==> src/rtl/ps2_keyboard_fsm.sv <==
// PS/2 keyboard receiver: deserializes 11-bit frames and tracks make/break sequences.
// Optional E0 extended-key tracking is enabled with `define PS2_EXT_EN.
module ps2_keyboard_fsm #(
    parameter int unsigned CNT_W   = 8,
    parameter int unsigned TIMEOUT = 2000
) (
    input  logic             clk,
    input  logic             clrn,
    input  logic             ps2_clk,
    input  logic             ps2_data,
    output logic             byte_valid,
    output logic [7:0]       byte_data,
    output logic             frame_err,
    output logic [7:0]       scan_code,
    output logic             key_down,
    output logic             key_ext,
    output logic [CNT_W-1:0] press_cnt
);

    localparam int unsigned TO_W     = $clog2(TIMEOUT + 1);
    localparam logic [7:0]  BYTE_EXT = 8'hE0;
    localparam logic [7:0]  BYTE_BRK = 8'hF0;

    typedef enum logic [1:0] {
        ST_IDLE,
        ST_PRESSED,
        ST_BREAK
    } state_t;

    logic [2:0]      ps2_sync;
    logic            ps2_fall;
    logic [3:0]      bit_cnt;
    logic [9:0]      shift;
    logic [TO_W-1:0] idle_cnt;
    logic            good_frame;

    state_t           state, state_nxt;
    logic [7:0]       scan_nxt;
    logic             down_nxt;
    logic [CNT_W-1:0] cnt_nxt;
    logic             scan_load;
    logic             key_match;
    logic             key_byte;

    // ps2_clk synchronizer; a falling edge shows up as flop2=0, flop3=1
    always_ff @(posedge clk or negedge clrn) begin
        if (!clrn) ps2_sync <= 3'b111;
        else       ps2_sync <= {ps2_sync[1:0], ps2_clk};
    end

    assign ps2_fall = !ps2_sync[1] && ps2_sync[2];

    // shift holds start at [0], data at [8:1], parity at [9]; stop is the live bit
    assign good_frame = !shift[0] && ps2_data && (^shift[9:1]);

    // Deserializer with idle timeout that silently drops partial frames
    always_ff @(posedge clk or negedge clrn) begin
        if (!clrn) begin
            bit_cnt    <= 4'd0;
            shift      <= 10'd0;
            idle_cnt   <= TO_W'(0);
            byte_valid <= 1'b0;
            byte_data  <= 8'd0;
            frame_err  <= 1'b0;
        end else begin
            byte_valid <= 1'b0;
            frame_err  <= 1'b0;
            if (ps2_fall) begin
                idle_cnt <= TO_W'(0);
                if (bit_cnt == 4'd10) begin
                    bit_cnt <= 4'd0;
                    if (good_frame) begin
                        byte_valid <= 1'b1;
                        byte_data  <= shift[8:1];
                    end else begin
                        frame_err <= 1'b1;
                    end
                end else begin
                    bit_cnt <= bit_cnt + 4'd1;
                    shift   <= {ps2_data, shift[9:1]};
                end
            end else if (bit_cnt != 4'd0) begin
                if (idle_cnt == TO_W'(TIMEOUT - 1)) begin
                    bit_cnt  <= 4'd0;
                    idle_cnt <= TO_W'(0);
                end else begin
                    idle_cnt <= idle_cnt + TO_W'(1);
                end
            end else begin
                idle_cnt <= TO_W'(0);
            end
        end
    end

    // E0 prefixes never reach the key FSM directly
    assign key_byte = byte_valid && (byte_data != BYTE_EXT);

`ifdef PS2_EXT_EN
    logic ext_pending, pend_nxt, ext_nxt;

    assign key_match = (byte_data == scan_code) && (ext_pending == key_ext);

    // Prefix tracking: E0 arms, any real key byte disarms, F0 leaves it alone
    always_comb begin
        pend_nxt = ext_pending;
        ext_nxt  = key_ext;
        if (byte_valid) begin
            if (byte_data == BYTE_EXT)      pend_nxt = 1'b1;
            else if (byte_data != BYTE_BRK) pend_nxt = 1'b0;
        end
        if (scan_load) ext_nxt = ext_pending;
    end

    always_ff @(posedge clk or negedge clrn) begin
        if (!clrn) begin
            ext_pending <= 1'b0;
            key_ext     <= 1'b0;
        end else begin
            ext_pending <= pend_nxt;
            key_ext     <= ext_nxt;
        end
    end
`else
    assign key_match = (byte_data == scan_code);
    assign key_ext   = 1'b0;
`endif

    // Key FSM state and registered key outputs
    always_ff @(posedge clk or negedge clrn) begin
        if (!clrn) begin
            state     <= ST_IDLE;
            scan_code <= 8'd0;
            key_down  <= 1'b0;
            press_cnt <= CNT_W'(0);
        end else begin
            state     <= state_nxt;
            scan_code <= scan_nxt;
            key_down  <= down_nxt;
            press_cnt <= cnt_nxt;
        end
    end

    always_comb begin
        state_nxt = state;
        down_nxt  = key_down;
        cnt_nxt   = press_cnt;
        scan_load = 1'b0;
        if (key_byte) begin
            unique case (state)
                ST_IDLE: begin
                    if (byte_data == BYTE_BRK) begin
                        state_nxt = ST_BREAK;
                    end else begin
                        scan_load = 1'b1;
                        down_nxt  = 1'b1;
                        cnt_nxt   = press_cnt + CNT_W'(1);
                        state_nxt = ST_PRESSED;
                    end
                end
                ST_PRESSED: begin
                    if (byte_data == BYTE_BRK) begin
                        state_nxt = ST_BREAK;
                    end else if (!key_match) begin
                        scan_load = 1'b1;
                        cnt_nxt   = press_cnt + CNT_W'(1);
                    end
                end
                ST_BREAK: begin
                    if (key_match) begin
                        down_nxt  = 1'b0;
                        state_nxt = ST_IDLE;
                    end else begin
                        state_nxt = key_down ? ST_PRESSED : ST_IDLE;
                    end
                end
                default: state_nxt = ST_IDLE;
            endcase
        end
        scan_nxt = scan_load ? byte_data : scan_code;
    end

endmodule

==> config.mk <==
export PLATFORM = sky130hd
export DESIGN_NAME = ps2_keyboard_fsm
export DESIGN_NICKNAME = d
export VERILOG_FILES = /design/src/rtl/ps2_keyboard_fsm.sv
export SDC_FILE = /design/constraint.sdc
export NUM_CORES = 1
export LEC_CHECK = 0
export ABC_AREA = 1
export CORE_UTILIZATION = 39
export CTS_BUF_LIST = sky130_fd_sc_hd__clkbuf_16
export DETAILED_ROUTE_END_ITERATION = 6
export RECOVER_POWER = 50
export SLEW_MARGIN = 20
export SYNTH_ARGS = -nofsm -noshare
export SYNTH_HDL_FRONTEND = slang
export SYNTH_SLANG_ARGS = --single-unit
==> constraint.sdc <==
create_clock -name clk -period 2.15 [get_ports clk]
set_clock_uncertainty 0.1 [all_clocks]
set_input_delay 0.5375 -clock clk [delete_from_list [all_inputs] [get_ports clk]]
set_output_delay 0.5375 -clock clk [all_outputs]
set_load 0.03 [all_outputs]
==> tab_implementation.tex, run 1 <==
\begin{tabular}{lr}
\hline
Metric & Value \\
\hline
\multicolumn{2}{l}{\textbf{STA}} \\
Actual transition at the worst max-transition pin & 976 ps \\
Maximum frequency from static timing analysis & 477 MHz \\
Final number of max-transition violations & 0 \\
Final period demand of the worst path & 2100 ps \\
Min setup slack post-route & 54.2 ps \\
Setup repair after global routing missed its margin & no \\
Worst slew margin & 35.0\% \\
Number of endpoints with negative hold slack in the final report & 0 \\
Part of the cycle the worst path needs & 97.5\% \\
Final total negative setup slack & 0 ps \\
Number of failing setup endpoints in the final timing report & 0 \\
\multicolumn{2}{l}{\textbf{Pwr}} \\
Max rail drop VDD & 0.000431 V \\
Power per unit of standard cell area & 926 nW/um\^{}2 \\
Static Leak & 1.85 nW \\
Total power & 3.33 mW \\
\multicolumn{2}{l}{\textbf{Critical path}} \\
Kind of cell adding the most delay to the critical path & buffers and inverters \\
Worst path max stage delay & 660 ps \\
Crit path DAT & 1460 ps \\
Minimum setup slack among reg-to-reg paths & 180 ps \\
Worst setup path class & register to output pin \\
Endpoint type of the worst setup path & output pin \\
Standard cell with the maximum stage delay on the critical path & clkdlybuf4s50\_1 \\
Buffer and inverter count on the worst path & 2 \\
Startpoint types & register \\
Maximum net fanout on the critical path & 3 \\
Series of cell instances along the critical path & buf\_4 -> clkdlybuf4s50\_1 \\
Required time of the critical path & 1510 ps \\
\multicolumn{2}{l}{\textbf{Logic synthesis}} \\
Number of register bits inferred by synthesis & 57 \\
Avg Synthesized Cell Area & 8.28 sq um \\
Post-synthesis cell area & 2860 sq um \\
Synthesized net count & 354 \\
Count of flip-flops with a built-in enable after synthesis & 0 \\
Cell taking the most area after synthesis & dfrtp\_1 \\
Sequential element share of the synthesized area & 50.0\% \\
Main synth FF type & dfrtp\_1 \\
Post-synth top area share & 47.3\% \\
Top cells by area in the synthesized netlist & dfrtp\_1 (47\%), nand2\_1 (13\%), inv\_1 (4.7\%) \\
Top post-synthesis cells by count & nand2\_1 (98), dfrtp\_1 (54), inv\_1 (36) \\
Synthesis warning total & 0 \\
Leading cell type by number of instances after synthesis & nand2\_1 \\
Number of cells produced by synthesis & 345 \\
Count of distinct cell types in the synthesized netlist & 27 \\
Share of flip-flops with an asynchronous set or reset & 100\% \\
\multicolumn{2}{l}{\textbf{Finish}} \\
Share of post-route cells with drive strength above 1 & 11.4\% \\
Number of inserted filler cells in the final layout & 660 \\
Area delta synth->final & 25.8\% \\
Layout Nets & 399 \\
Post-route cell area & 3590 sq um \\
Number of antenna diodes & 0 \\
\multicolumn{2}{l}{\textbf{Min path}} \\
Worst hold-check path type & input port to asynchronous set/reset pin \\
\multicolumn{2}{l}{\textbf{Drt}} \\
DRC & 0 \\
Post-detailed-route via-to-cell ratio & 4.71 \\
Detailed-router iteration count before antenna repair & 4 \\
Initial drt markers & 175 \\
Final antenna-violating net count & 0 \\
Final routed wirelength across all metal layers & 5.80 mm \\
Routed length per instance & 11.8 um \\
Vias & 2311 \\
\multicolumn{2}{l}{\textbf{Die}} \\
Area of the die & 7670 sq um \\
Standard cell core area & 6940 sq um \\
Die W & 87.6 um \\
Site Rows & 30 \\
Number of ports placed on the die boundary & 32 \\
Die Span Y & 87.6 um \\
Initial core utilization & 41.2\% \\
\multicolumn{2}{l}{\textbf{Clocking}} \\
Clk buf depth & 2 \\
CTS clock-pin slew for the worst setup and hold paths & 50 ps \\
Total clock sinks & 57 \\
Buffer cell driving the clock tree root & clkbuf\_16 \\
Clock buffers created by TritonCTS & 9 \\
Clk Latency, worst-skew pair & 320 ps \\
H-tree depth & 3 \\
Clock tree from TritonCTS & yes \\
\multicolumn{2}{l}{\textbf{Global route}} \\
Global-route wire length before repair & 10.0 mm \\
Aggregate global-route resource usage & 17.6\% \\
Largest net degree at the start of global routing & 45 \\
Number of global-route vias before repair & 2161 \\
Initial antenna violation count & 0 \\
Overflow after GRT & 0 \\
\multicolumn{2}{l}{\textbf{Job}} \\
Max cap viols & 0 \\
\multicolumn{2}{l}{\textbf{Placed design}} \\
Setup slack at placement & -43.9 ps \\
Routability congestion estimate & 0.786 \\
IO Port Bufs & 30 \\
Placement Cell Area & 3330 sq um \\
Sum of net half-perimeters after detailed placement & 4.22 mm \\
\multicolumn{2}{l}{\textbf{Outcome}} \\
Outcome & finished, final reports clean \\
\hline
\end{tabular}
-- path summary, 6_finish.rpt --
path	startpoint	to	depth (start not counted)
max	byte_data[0]	byte_data[0]	2
min reg2reg	ps2_sync[0]	ps2_sync[1]	0
min in group clk	ps2_sync[0]	ps2_sync[1]	0
max reg2reg	byte_data[5]	press_cnt[0]	7
min	clrn	press_cnt[7]	1
max in group asynchronous	clrn	byte_data[0]	2
-- cell usage in the layout (no fill, tap or decap), drive strengths merged, types with 12 or more instances in the layout --
| master | count |
|---|---|
| nand2 | 104 |
| dfrtp | 54 |
| inv | 45 |
| nand3 | 29 |
| nor2 | 25 |
| o21ai | 25 |
| clkdlybuf4s50 | 22 |
| xnor2 | 15 |
| nand4 | 14 |
| clkbuf | 12 |
-- metrics by stage --
step | instances | utilization (%) | hold WS, ps
2_1_floorplan | 345 | - | 142
3_3_place_gp | 475 | 47.9 | 246
3_5_place_dp | 475 | 47.9 | 249
4_1_cts | 491 | 52.0 | 20.0
5_1_grt | 491 | 51.8 | 232
6_report | 491 | 51.8 | 151
-- cell families (layout without fill, tap and decap cells) --
kind of cell | after synthesis | after routing | synth area share [%]
adder cells (fa/ha/maj) | 5 | 5 | 2.19
buffers and inverters | 50 | 100 | 7.14
AND/OR/NAND/NOR | 178 | 178 | 28.3
XOR/XNOR | 18 | 18 | 5.52
flip-flops | 57 | 57 | 50.0
other | 1 | 1 | 0.131
AO/OA/AOI/OAI | 36 | 36 | 6.66
-- what timing repair did --
item | 4_1_cts | 5_1_grt
buffers inserted | 0 | 0
gates resized for setup | 2 | 5
hold buffers | 0 | 0
endpoints found under the setup margin | 17 | 5
-- state kept, by name (all words and copies together), names as in the netlist --
register,flops
byte_data,8
frame_err,1
press_cnt,8
bit_cnt,4
ps2_sync,3
byte_valid,1
state,2
key_down,1
shift,10
scan_code,8
idle_cnt,11
-- per-layer routing --
metal  GRT usage, %  up-vias  wire, um
li1               -     1193         -
met4           9.69        0       127
met3           4.71       12       206
met2           26.8       41      2650
met1           22.8     1065      2810
met5              0        -         0
-- area by class of cell --
| class | instances | area [sq um] | share of cell area (%) |
|---|---|---|---|
| multi-input cells | 238 | 1220 | 34.0 |
| clock inverters | 7 | 56.3 | 1.57 |
| inverters | 43 | 161 | 4.49 |
| clock buffers | 9 | 225 | 6.27 |
| well taps | 96 | 120 | 3.34 |
| repair buffers | 41 | 379 | 10.5 |
| flip-flops and latches | 57 | 1430 | 39.8 |
-- power breakdown --
part / internal [mW] / switching [mW] / total [mW]
Sequential: 1.20 / 0.123 / 1.32
Combinational: 0.238 / 0.430 / 0.668
Clock: 0.875 / 0.464 / 1.34
(Power assumes the default switching activity.)
==> inputs of run 2 (changes only) <==
PLACE_DENSITY = 0.56   (was not set)
TNS_END_PERCENT = 30   (was not set)
==> run 2 against run 1 <==
Net effect:
- combinational power is essentially flat
- via count shrank 0.91%
- largest cell class unchanged
- global-route usage is essentially flat
- die area is the same
==> tab_implementation.tex, run 2 (same netlist as run 1, synthesis figures left out) <==
\begin{tabular}{lr}
\hline
Metric & Value \\
\hline
\multicolumn{2}{l}{\textbf{Outcome}} \\
Outcome & finished, final reports clean \\
\multicolumn{2}{l}{\textbf{Critical path}} \\
Required time of the critical path & 1510 ps \\
Standard cell with the maximum stage delay on the critical path & clkdlybuf4s50\_1 \\
Crit path DAT & 1460 ps \\
Series of cell instances along the critical path & buf\_4 -> clkdlybuf4s50\_1 \\
Buffer and inverter count on the worst path & 2 \\
Endpoint type of the worst setup path & output pin \\
Startpoint types & register \\
Kind of cell adding the most delay to the critical path & buffers and inverters \\
Maximum net fanout on the critical path & 4 \\
Worst path max stage delay & 670 ps \\
Worst setup path class & register to output pin \\
\multicolumn{2}{l}{\textbf{STA}} \\
Setup repair after global routing missed its margin & no \\
Worst hold slack across all endpoints & 259 ps \\
Number of endpoints with negative hold slack in the final report & 0 \\
Min setup slack post-route & 51.8 ps \\
Part of the cycle the worst path needs & 97.6\% \\
Final number of max-transition violations & 0 \\
Number of failing setup endpoints in the final timing report & 0 \\
Final total negative setup slack & 0 ps \\
Actual transition at the worst max-transition pin & 667 ps \\
Maximum frequency from static timing analysis & 477 MHz \\
Final period demand of the worst path & 2100 ps \\
Worst slew margin & 55.5\% \\
\multicolumn{2}{l}{\textbf{Pwr}} \\
Static Leak & 1.84 nW \\
Max rail drop VDD & 0.000580 V \\
Combinational share of power & 20.2\% \\
Power per unit of standard cell area & 916 nW/um\^{}2 \\
Sw Ratio & 30.2\% \\
Share of total power in the clock network & 40.0\% \\
Switching power & 0.999 mW \\
Sequential share of power & 39.8\% \\
Total power & 3.31 mW \\
Cell internal power dissipation & 2.31 mW \\
\multicolumn{2}{l}{\textbf{Drt}} \\
Routed length per instance & 11.9 um \\
Final routed wirelength across all metal layers & 5.90 mm \\
Initial drt markers & 79 \\
DRC & 0 \\
Final antenna-violating net count & 0 \\
Detailed-router iteration count before antenna repair & 4 \\
Vias & 2290 \\
Post-detailed-route via-to-cell ratio & 4.64 \\
\multicolumn{2}{l}{\textbf{Die}} \\
Site Rows & 30 \\
Die Span Y & 87.6 um \\
Initial core utilization & 41.2\% \\
Standard cell core area & 6940 sq um \\
Area of the die & 7670 sq um \\
Number of ports placed on the die boundary & 32 \\
Die W & 87.6 um \\
\multicolumn{2}{l}{\textbf{Clocking}} \\
Clk Latency, worst-skew pair & 320 ps \\
CTS clock-pin slew for the worst setup and hold paths & 50 ps \\
Clock buffers created by TritonCTS & 9 \\
Buffer cell driving the clock tree root & clkbuf\_16 \\
Post-CTS Repair Setup Buffers & 0 \\
H-tree depth & 3 \\
Clk buf depth & 2 \\
Total clock sinks & 57 \\
Clock tree from TritonCTS & yes \\
\multicolumn{2}{l}{\textbf{Placed design}} \\
Cell Count Post-Placement & 477 \\
Routability congestion estimate & 0.793 \\
IO Port Bufs & 30 \\
Setup slack at placement & -23.8 ps \\
Placement Cell Area & 3340 sq um \\
Sum of net half-perimeters after detailed placement & 4.27 mm \\
\multicolumn{2}{l}{\textbf{Finish}} \\
Number of cells in the finished layout apart from fillers & 494 \\
Number of inserted filler cells in the final layout & 654 \\
Post-route cell area & 3610 sq um \\
Share of the core filled with cells in the final layout & 52.1\% \\
Top Registers & idle\_cnt: 11 flops, shift: 10 flops \\
Number of antenna diodes & 0 \\
Max reg flops & 11 \\
Area taken by multi-input logic gates & 1220 sq um \\
Share of post-route cells with drive strength above 1 & 11.6\% \\
Top library cells by usage in the layout, fill and taps aside & nand2\_1 (99), dfrtp\_1 (54), inv\_1 (39), nand3\_1 (25), clkdlybuf4s50\_1 (24) \\
Area delta synth->final & 26.5\% \\
Total area of sequential cells & 1430 sq um \\
Most common cell after layout, fill and taps aside & nand2\_1 \\
Layout Nets & 402 \\
Largest reg by FF count & idle\_cnt \\
\multicolumn{2}{l}{\textbf{Global route}} \\
Overflow after GRT & 0 \\
Largest net degree at the start of global routing & 25 \\
Global-route wire length before repair & 10.3 mm \\
Aggregate global-route resource usage & 17.6\% \\
Number of global-route vias before repair & 2208 \\
Initial antenna violation count & 0 \\
\multicolumn{2}{l}{\textbf{Min path}} \\
Worst hold-check path type & register to register \\
\multicolumn{2}{l}{\textbf{Job}} \\
Max cap viols & 0 \\
\hline
\end{tabular}
run 2: final cells by class:
class                   count  share of cell area, %
clock buffers               9                   6.23
clock inverters             7                   1.52
inverters                  43                   4.47
multi-input cells         238                   33.8
flip-flops and latches     57                   39.6
well taps                  96                   3.32
repair buffers             44                   11.1
run 2: timing repair:
action                                  in CTS  in global routing
endpoints found under the hold margin        7                  0
hold buffers                                 1                  0
gates resized for setup                      1                  5
endpoints found under the setup margin       2                  5
run 2: metal layers:
layer	GRT usage, %	share of wire, %	up-vias
li1	-	-	1201
met1	24.2	51	1052
met2	27.4	45	29
met3	3.96	2.7	8
met4	6.26	1.0	0
met5	0	0	-
run 2: worst register-to-register path, delay by kind of cell, from the launching register on:
family | cells | cell delay, ps
flops | 1 | 420
simple gates | 4 | 820
buf+inv | 1 | 90
xor+xnor | 1 | 210
compound gates | 1 | 90
run 2: path summary, 6_finish.rpt:
check                              from           end  slack (ps)  cells after the start
hold / removal              ps2_sync[0]   ps2_sync[1]         260                      0
max in group asynchronous          clrn  byte_data[1]         310                      3
hold reg to reg             ps2_sync[0]   ps2_sync[1]         260                      0
min in group asynchronous          clrn   idle_cnt[0]         610                      2
setup / recovery           byte_data[3]  byte_data[3]          50                      2
setup reg to reg           byte_data[5]  press_cnt[0]         300                      7
run 2: power groups by stage:
stage | Sequential (mW) | Clock [mW] | Combinational, mW
finish | 1.32 | 1.33 | 0.668
global route | 1.34 | 1.42 | 0.775
CTS | 1.32 | 1.36 | 0.716
detailed placement | 1.34 | 0 | 0.712
global placement | 1.33 | 0 | 0.697
floorplan | 1.33 | 0 | 0.511
==> patch 1: new RTL, flow settings as in run 1 <==
Encoding of `state_t`: now one-hot (3 bits for 3 states).
--- a/src/rtl/ps2_keyboard_fsm.sv
+++ b/src/rtl/ps2_keyboard_fsm.sv
@@ -21,10 +21,10 @@
     localparam logic [7:0]  BYTE_EXT = 8'hE0;
     localparam logic [7:0]  BYTE_BRK = 8'hF0;
 
-    typedef enum logic [1:0] {
-        ST_IDLE,
-        ST_PRESSED,
-        ST_BREAK
+    typedef enum logic [2:0] {
+        ST_IDLE    = 3'b001,
+        ST_PRESSED = 3'b010,
+        ST_BREAK   = 3'b100
     } state_t;
 
     logic [2:0]      ps2_sync;
Behaviour: no difference found for any inputs over 10 cycles, from zero or initial values; not proved beyond that.
==> patch 1 against run 1 <==
Power down 11%. Die area rose by 2.3%. Setup slack lost 15 ps. Critical path depth fell by 1. Sequential cell count increased by 1. Synthesized cell count rose by 5.5%. Design area increased by 0.10%. Routed wire length grew 0.97%. Area after synthesis grew 2.3%. Largest cell class unchanged.
==> patch 1: results <==
set metrics [dict create \
    outcome "finished, final reports clean" \
    layout-drive-gt1-share_pct 6.60 \
    insertion_delay_ps 320 \
    synthTopCellsByCount "nand2_1, dfrtp_1, inv_1" \
    syn-num-nets 373 \
    dp_slack_ps 267 \
    p_seq_share_pct 42.4 \
    utilization_pct 49.6 \
    grt_max_degree 35 \
    ys_types 29 \
    routedWlPerCell_um 11.5 \
    nets 413 \
    cts-hold-fix-buffers 1 \
    placed_cell_area_mm2 0.00333 \
    grt_use_total_pct 16.9 \
    critPathMaxStageDelay_ps 710 \
    synthTopCellsByArea "dfrtp_1, nand2_1, nand3_1" \
    gp_congestion 0.818 \
    r2r_slack_ps 250 \
    reg2reg_to "idle_cnt[6]" \
    viasPerCell 4.71 \
    grt_pass1_wl_um 10000 \
    worstMarginPinSlew_ps 854 \
    seq_power_w 0.00126 \
    setup_ws_ps 39.6 \
    place_inst 491 \
    synth_top_area_share_pct 46.2 \
    peakVddDrop_mv 0.450 \
    leakagePower_nw 1.87 \
    drtIter0Drc 121 \
    switching_power_w 0.000790 \
    crit_fanout 5 \
    holdWs_ps 256 \
    fillCellCount 723 \
    syn_inst 364 \
]
## patch 1: cell type report
type | instances | area share (%)
Clock buffer | 9 | 6.26
Clock inverter | 7 | 1.50
Inverter | 46 | 4.80
Multi-Input combinational cell | 254 | 34.4
Sequential cell | 58 | 40.5
Tap cell | 99 | 3.44
Timing Repair Buffer | 35 | 9.14
## patch 1: metal layers
metal / global-route usage [%] / wire (µm)
met1: 21.8 / 2860
met2: 26.5 / 2660
met3: 4.48 / 228
met4: 8.21 / 104
met5: 0 / 0
## patch 1: worst reg2reg max path, cell delays in order (launching register included)
cell and delay (ps):
dfrtp_1 390, ha_1 180, nand2_1 80, nor2_1 260
nand3_1 180, nand3_1 300, inv_1 140, o21ai_0 100
a21oi_1 50
## patch 1: logic make-up after synthesis
kind of cell | synth area share (%)
and+or+nand+nor | 31.0
DFF | 49.8
buffers and inverters | 7.27
AOI/OAI and AO/OA | 4.84
xor gates and xnor gates | 4.79
adders and majority gates | 2.14
other | 0.128
==> patch 2: new RTL, config.mk and constraints of run 1 <==
Without the edit above. The option `PS2_EXT_EN` is turned on by a define.
--- a/src/rtl/ps2_keyboard_fsm.sv
+++ b/src/rtl/ps2_keyboard_fsm.sv
@@ -1,5 +1,7 @@
 // PS/2 keyboard receiver: deserializes 11-bit frames and tracks make/break sequences.
 // Optional E0 extended-key tracking is enabled with `define PS2_EXT_EN.
+`define PS2_EXT_EN
+
 module ps2_keyboard_fsm #(
     parameter int unsigned CNT_W   = 8,
     parameter int unsigned TIMEOUT = 2000
Formal check against the unedited RTL: same outputs for any inputs over 10 cycles, from zero or initial values; that may be too few to reach the edited logic, so the function may still have changed.
==> patch 2 against run 1 <==
Design area up 0.35%. Critical path depth down 1. Global-route usage down 1.2 points. Setup slack worse by 6.0 ps. Sequential power up 5%. Critical endpoint is now byte_data[6]. Sequential cell count up 2. Cell count down 1.0%. Core utilization up 0.18 points. Routed wire length down 2.9%. Largest power group unchanged. Area after synthesis up 0.31%. Synthesized cell count down 0.58%. Power up 4.9%.
==> patch 2: results <==
set metrics [dict create \
    outcome "finished, final reports clean" \
    routedWlPerCell_um 11.6 \
    wirelength_met1_um 2860 \
    worstPathArrival_ps 1460 \
    cp_slowest_cell "clkdlybuf4s50_1" \
    grt_pass1_vias 2088 \
    min_path_type "register to register" \
    slew_headroom_pct 2.68 \
    ys_types 29 \
    synthTopCellsByCount "nand2_1, dfrtp_1, nand3_1" \
    nets 394 \
    wl_met3_um 144 \
    cp_top_family "buffers and inverters" \
    reg2reg_from "bit_cnt[0]" \
    yosysMostFrequentCell "nand2_1" \
    grt_use_met1_pct 21.0 \
    critPathMaxStageDelay_ps 700 \
    grt_busiest_layer "met2" \
    drtIter0Drc 100 \
    grt_use_total_pct 16.4 \
    fin_crit_ps 2100 \
    leakagePower_nw 1.87 \
    route.top_layer_used "met4" \
    startpoint "byte_data[6]" \
    grtUsageMet2_pct 25.7 \
    crit_fanout 5 \
    grt_max_degree 60 \
    wl_met2_um 2470 \
    gp_congestion 0.784 \
    worstSetupEndpoint "byte_data[6]" \
    sw_frac_of_total_pct 29.3 \
    io_buffers 31 \
    dp_slack_ps 238 \
    grt_use_met3_pct 3.11 \
    r2r_slack_ps 310 \
    synthTopCellsByArea "dfrtp_1, nand2_1, nand3_1" \
    hpwl_um 3890 \
    reg2reg_to "byte_data[4]" \
    peakVddDrop_mv 0.692 \
    grt_pass1_wl_um 9560 \
    viasPerCell 4.80 \
    cts_buffers 9 \
    dr.pass1.iters 6 \
    syn-num-nets 352 \
    synth_seq_area_share_pct 51.6 \
]
-- patch 2: per-stage QoR --
stage,cells,cell area [µm²]
floorplan,343,2870
detailed placement,470,3310
global placement,470,3310
CTS,486,3620
finish,486,3610
global route,486,3610
-- patch 2: how the worst min path moves through the flow --
stage,depth (start not counted),to,start,slack [ps]
2_1_floorplan,0,bit_cnt[0],clrn,140
3_3_place_gp,0,ps2_sync[1],ps2_sync[0],250
3_5_place_dp,0,ps2_sync[1],ps2_sync[0],250
4_1_cts,2,press_cnt[3],clrn,130
5_1_grt,0,ps2_sync[1],ps2_sync[0],260
6_report,0,ps2_sync[1],ps2_sync[0],260
-- patch 2: layout make-up --
| class | count | area, µm² |
|---|---|---|
| repair buffers | 36 | 348 |
| clock buffers | 9 | 225 |
| clock inverters | 7 | 82.6 |
| multi-input cells | 244 | 1220 |
| inverters | 35 | 131 |
| well taps | 96 | 120 |
| flip-flops and latches | 59 | 1480 |
| fillers | 654 | 3340 |
-- patch 2: repair_timing --
item | CTS | global route
endpoints found under the setup margin | 0 | 3
resized for setup | 0 | 3
setup buffers | 0 | 0
-- patch 2: cell families (layout without fill, tap and decap cells) --
group           after synthesis  in the layout  share of synthesized area, %
simple gates                190            190                          29.5
flops                        59             59                          51.6
buf+inv                      40             87                          5.63
compound gates               32             32                          5.85
xor+xnor                     17             17                          5.19
fa+ha+maj                     5              5                          2.18
-- patch 2: power groups by stage --
stage               Clock (W)  Sequential [W]  Combinational, W
floorplan                   0         0.00139          0.000457
global route          0.00155         0.00140          0.000757
detailed placement          0         0.00140          0.000651
global placement            0         0.00140          0.000636
CTS                   0.00151         0.00138          0.000654
finish                0.00147         0.00138          0.000642
